File: src/rtl/pipeline_fetch_unit.sv
// pipeline_fetch_unit: instruction fetch/sequencer feeding the 4-stage arithmetic pipeline.
// Ports: clk, rst_n (async active-low); prog_we/prog_addr/prog_data program-load port (IDLE only);
// prog_len words to run (sampled on start, saturated to DEPTH); start, stop, stall control;
// A/B/opcode/valid registered issue outputs; pc next fetch address; busy (RUN); done (1-cycle pulse).
// Optional PIPELINE_FETCH_LOOP_EN: end of program wraps pc to 0 with one bubble instead of finishing.
module pipeline_fetch_unit #(
  parameter int DEPTH = 16,
  parameter int AW = 4
) (
  input  logic          clk,
  input  logic          rst_n,
  input  logic          prog_we,
  input  logic [AW-1:0] prog_addr,
  input  logic [17:0]   prog_data,
  input  logic [AW:0]   prog_len,
  input  logic          start,
  input  logic          stop,
  input  logic          stall,
  output logic [7:0]    A,
  output logic [7:0]    B,
  output logic [1:0]    opcode,
  output logic          valid,
  output logic [AW:0]   pc,
  output logic          busy,
  output logic          done
);
  typedef enum logic [1:0] {IDLE, RUN, DONE} state_t;
  localparam logic [AW:0] DEPTH_W = (AW+1)'(DEPTH);
  state_t state;
  logic [17:0] mem [DEPTH];
  logic [AW:0] len_q;
  logic [17:0] word;
  logic at_end, halt, end_run, go_done;
  assign word = mem[pc[AW-1:0]];
  assign at_end = pc == len_q;
  assign halt = word[17:16] == 2'b11;
`ifdef PIPELINE_FETCH_LOOP_EN
  // an empty program still finishes immediately; otherwise the end wraps around
  assign end_run = at_end && (len_q == '0);
`else
  assign end_run = at_end;
`endif
  // the end-of-program check outranks HALT, so a HALT word just past the end is never seen
  assign go_done = end_run || (!at_end && halt);
  always_ff @(posedge clk)
    if (state == IDLE && prog_we) mem[prog_addr] <= prog_data;
  always_ff @(posedge clk or negedge rst_n)
    if (!rst_n) begin
      state <= IDLE;
      A <= '0;
      B <= '0;
      opcode <= '0;
      valid <= 1'b0;
      pc <= '0;
      busy <= 1'b0;
      done <= 1'b0;
      len_q <= '0;
    end else
      case (state)
        IDLE:
          if (start) begin
            len_q <= prog_len > DEPTH_W ? DEPTH_W : prog_len;
            pc <= '0;
            busy <= 1'b1;
            state <= RUN;
          end
        RUN:
          if (stop) begin
            valid <= 1'b0;
            busy <= 1'b0;
            state <= IDLE;
          end else if (!stall) begin
            if (go_done) begin
              valid <= 1'b0;
              busy <= 1'b0;
              done <= 1'b1;
              state <= DONE;
            end else if (at_end) begin
              pc <= '0;
              valid <= 1'b0;
            end else begin
              {opcode, A, B} <= word;
              valid <= 1'b1;
              pc <= pc + 1'b1;
            end
          end
        default: begin
          done <= 1'b0;
          state <= IDLE;
        end
      endcase
endmodule

File: config.mk
export PLATFORM = sky130hd
export DESIGN_NAME = pipeline_fetch_unit
export DESIGN_NICKNAME = d
export VERILOG_FILES = /design/src/rtl/pipeline_fetch_unit.sv
export SDC_FILE = /design/constraint.sdc
export NUM_CORES = 1
export LEC_CHECK = 0
export BUFFER_PORTS_ARGS = -buffer_cell sky130_fd_sc_hd__buf_2
export CORE_MARGIN = 2
export CORE_UTILIZATION = 33
export CTS_BUF_LIST = sky130_fd_sc_hd__clkbuf_8
export DETAILED_ROUTE_END_ITERATION = 12
export PLACE_DENSITY = 0.59
export SKIP_CTS_REPAIR_TIMING = 1
export SKIP_LAST_GASP = 1
export SLEW_MARGIN = 20
export SYNTH_ARGS = -nofsm -noshare
export SYNTH_HDL_FRONTEND = slang
export SYNTH_SLANG_ARGS = --single-unit
File: constraint.sdc
create_clock -name clk -period 2.9 [get_ports clk]
set_clock_uncertainty 0.05 [all_clocks]
set_input_delay 0.58 -clock clk [delete_from_list [all_inputs] [get_ports clk]]
set_output_delay 0.58 -clock clk [all_outputs]
set_load 0.02 [all_outputs]
==> summary.md <==
| Metric | Value |
|---|---|
| Layout cells sized above 1 | `0.401` |
| Worst vdd ir | `0.000242 V` |
| XOR/XNOR share of the synthesized area | `0.00492` |
| Adder-Cell Fraction of Synth Area | `0.00100` |
| Worst setup EP type | `flop` |
| Slew HR | `0.522` |
| Detail Route Antenna Nets | `0` |
| Critical path cell sequence | `mux4_2, a22oi_1, nand3_2, a21oi_4, buf_12, mux2_4` |
| Syn nets | `591` |
| Reg-to-Reg Start | `pc[0]$_DFFE_PN0P_` |
| Routed WL per cell | `roughly 23 µm` |
| WS Path Type | `flop to flop` |
| Final RePlAce weighted congestion | `~0.75` |
| Sequential element share of the synthesized area | `0.760` |
| Worst-path fanout max | `18` |
| IO Pins | `59` |
| Die Wd | `198 µm` |
| Largest net degree at the start of global routing | `65` |
| Syn. warnings | `0` |
| Post-Syn Instances | `557` |
| CP max stage cell | `dfrtp_4` |
| Max-cap violation count | `0` |
| Unique cell type count in the Yosys netlist | `35` |
| Drt first-iter violations | `366` |
| Reg2reg end | `A[4]$_DFFE_PN0P_` |
| Status | `complete, no violations` |
| CTS root buffer | `clkbuf_8` |
| IO buf count | `58` |
| Mux contribution to synthesized area | `0.181` |
| DRC Markers | `0` |
| Final hold violations | `0` |
| Clk pin slew, worst setup/hold paths | `0.06 ns` |
| Setup WS pre-CTS | `0.130 ns` |
| RSZ-0062 raised after global routing | `no` |
| R2R Setup Slk | `0.21 ns` |
| Post-Synth Simple-Gate Area | `0.0262` |
| Hold Path Class | `input pin to async pin` |
| Area grow syn2layout | `16.1%` |
| Max Slew Vio Count | `0` |
| Total CTS buffers | `49` |
| CTS tree | `yes` |
| Met1 usage in global routing | `0.173` |
| Main combinational cell family by area after synthesis | `multiplexers` |
| PwrDens | `785 nW/µm²` |
| Tcrit/Tclk final | `0.929` |
| WP data required | `3.28 ns` |
| DP HPWL | `15.7 mm` |
| Starting Density | `0.334` |
| Initial antenna violation count | `3` |
| # nets final | `706` |
| Average size of a mapped cell | `22.4 µm²` |
| Worst setup margin | `0.206 ns` |
| GR met2 Demand/Resource | `0.250` |
| Sink Count | `321` |
| Compound-gate portion of the synthesized area | `0.0111` |
| GR Overflow Total | `0` |
| H-tree depth | `2` |
| Final worst path period need | `2.69 ns` |
| Reg2reg path depth | `6` |
| Routed wire length | `27.5 mm` |
| Syn Std Cell Area | `about 12,000 µm²` |
| #FFs+latches synth | `321` |
| Worst skew pair latency | `0.57 ns` |
| Vias in the first global route | `6,347` |
| Power Total | `around 11 mW` |
| CTS Buffer Depth | `3` |
| Die Y | `198 µm` |
| GRT busiest layer | `met2` |
| Fmax | `roughly 370 MHz` |
| Fin util | `0.387` |
| Met3 Usage GRT | `0.0356` |
| Critical path launch point type | `flop` |
| Area of the die | `39,400 µm²` |
| Leakage Power | `4.72 nW` |
| CORE AREA | `37,400 µm²` |
| Worst Path Arrival | `3.07 ns` |
| Worst Tran Pin Value | `0.717 ns` |
| Routed vias/inst | `4.84` |
| Length of the first detailed-routing pass in iterations | `5` |
| # rows | `71` |
| Setup_tns | `0 ns` |
| Final Setup Violations | `0` |
| DR vias | `5,915` |
| First-pass GRT wire length | `40.2 mm` |
| Total GRT Usage | `0.143` |
| Max incr delay on CP | `0.55 ns` |
[cell type report]
cell class                 count  area, µm²
sequential                   321       9480
clock inverter                38        248
clock buffer                  50        688
inverter                       2       7.51
antenna                        1       2.50
multi-input combinational    208       2850
tap                          511        639
fill                        3345      22900
timing repair buffer          90        572
[cell families (layout without fill, tap and decap cells)]
| kind of cell | after synthesis | in the layout |
|---|---|---|
| DFF | 321 | 321 |
| muxes | 107 | 107 |
| and+or+nand+nor | 72 | 72 |
| buffers and inverters | 28 | 180 |
| AOI/OAI and AO/OA | 21 | 21 |
| xor gates and xnor gates | 7 | 7 |
| adders and majority gates | 1 | 1 |
| other | 0 | 1 |
[worst max-delay path, delay by kind of cell (launching register included)]
family / cells / cell delay, ns
AOI/OAI and AO/OA: 2 / 0.66
muxes: 2 / 0.85
and+or+nand+nor: 1 / 0.16
DFF: 1 / 0.55
buffers and inverters: 1 / 0.26
[Yosys cell counts]
library cell	number	area share
a21oi_4	1	0.0013
a22oi_1	1	0.00060
buf_12	4	0.0064
inv_1	2	0.00060
mux2_4	16	0.019
mux2i_1	2	0.0016
a22oi_2	1	0.0010
clkbuf_1	10	0.0030
o311ai_0	1	0.00070
nand4_1	1	0.00050
nand2b_1	7	0.0035
a21oi_1	3	0.0012
or3_1	1	0.00050
mux2_2	1	0.00090
a21o_1	1	0.00060
o21bai_1	2	0.0012
and2_0	1	0.00050
o21ai_0	9	0.0036
nand2_1	22	0.0066
nor3_1	4	0.0016
o21ai_1	1	0.00040
nor2_1	26	0.0078
buf_1	4	0.0012
xnor2_1	7	0.0049
mux4_2	86	0.16
edfxtp_1	288	0.69
nand3_1	5	0.0020
o22ai_1	1	0.00050
buf_2	5	0.0020
dfrtp_1	33	0.066
ha_1	1	0.0010
mux4_1	2	0.0042
buf_6	3	0.0027
nand3_2	2	0.0016
nor2b_1	3	0.0015
[power breakdown]
part / leakage (nW) / switching [mW] / internal (mW)
clock network: 0.507 / 1.67 / 1.88
logic: 1.21 / 1.12 / 1.18
registers: 3.00 / 0.205 / 5.31
total: 4.72 / 3.00 / 8.38
[through the flow]
step	hold slack, ns	cell area (µm²)	instances
floorplan	0.234	12500	557
global placement	0.430	13500	1132
detailed placement	0.430	13500	1132
CTS	0.00543	14500	1220
global route	0.0439	14500	1220
finish	0.0169	14500	1221
[routing by layer]
layer | share of wire | up-vias
li1 | - | 2543
met1 | 0.40 | 3141
met2 | 0.51 | 173
met3 | 0.063 | 54
met4 | 0.023 | 4
met5 | 0.00076 | -
[worst max path at each step]
stage	start	to	slack, ns	cells past startpoint
after floorplan	state[0]$_DFFE_PN0P_	mem[0][0]$_DFFE_PP_	0.11	4
after detailed placement	pc[0]$_DFFE_PN0P_	B[5]$_DFFE_PN0P_	0.13	5
final	pc[0]$_DFFE_PN0P_	A[4]$_DFFE_PN0P_	0.21	6
after global routing	pc[0]$_DFFE_PN0P_	A[4]$_DFFE_PN0P_	0.04	6
after global placement	pc[0]$_DFFE_PN0P_	A[6]$_DFFE_PN0P_	0.18	5
after CTS	pc[0]$_DFFE_PN0P_	B[5]$_DFFE_PN0P_	0.1	5
[flip-flops by register name, summed over array words and instances (netlist names)]
name	cells
mem	288
A	8
busy	1
pc	5
done	1
len_q	5
opcode	2
valid	1
state	2
B	8
[layout by cell type (no fill, tap or decap), types with 7 or more instances in the layout]
| master | n |
|---|---|
| buf_2 | 58 |
| buf_4 | 28 |
| clkbuf_8 | 50 |
| clkinv_1 | 13 |
| clkinv_2 | 12 |
| dfrtp_1 | 30 |
| edfxtp_1 | 288 |
| inv_1 | 9 |
| mux2_4 | 16 |
| mux4_2 | 86 |
| nand2_1 | 22 |
| nand2b_1 | 7 |
| nor2_1 | 14 |
| nor2_2 | 12 |
| o21ai_0 | 9 |
| xnor2_1 | 7 |
Power figures use the tool's default switching activity.
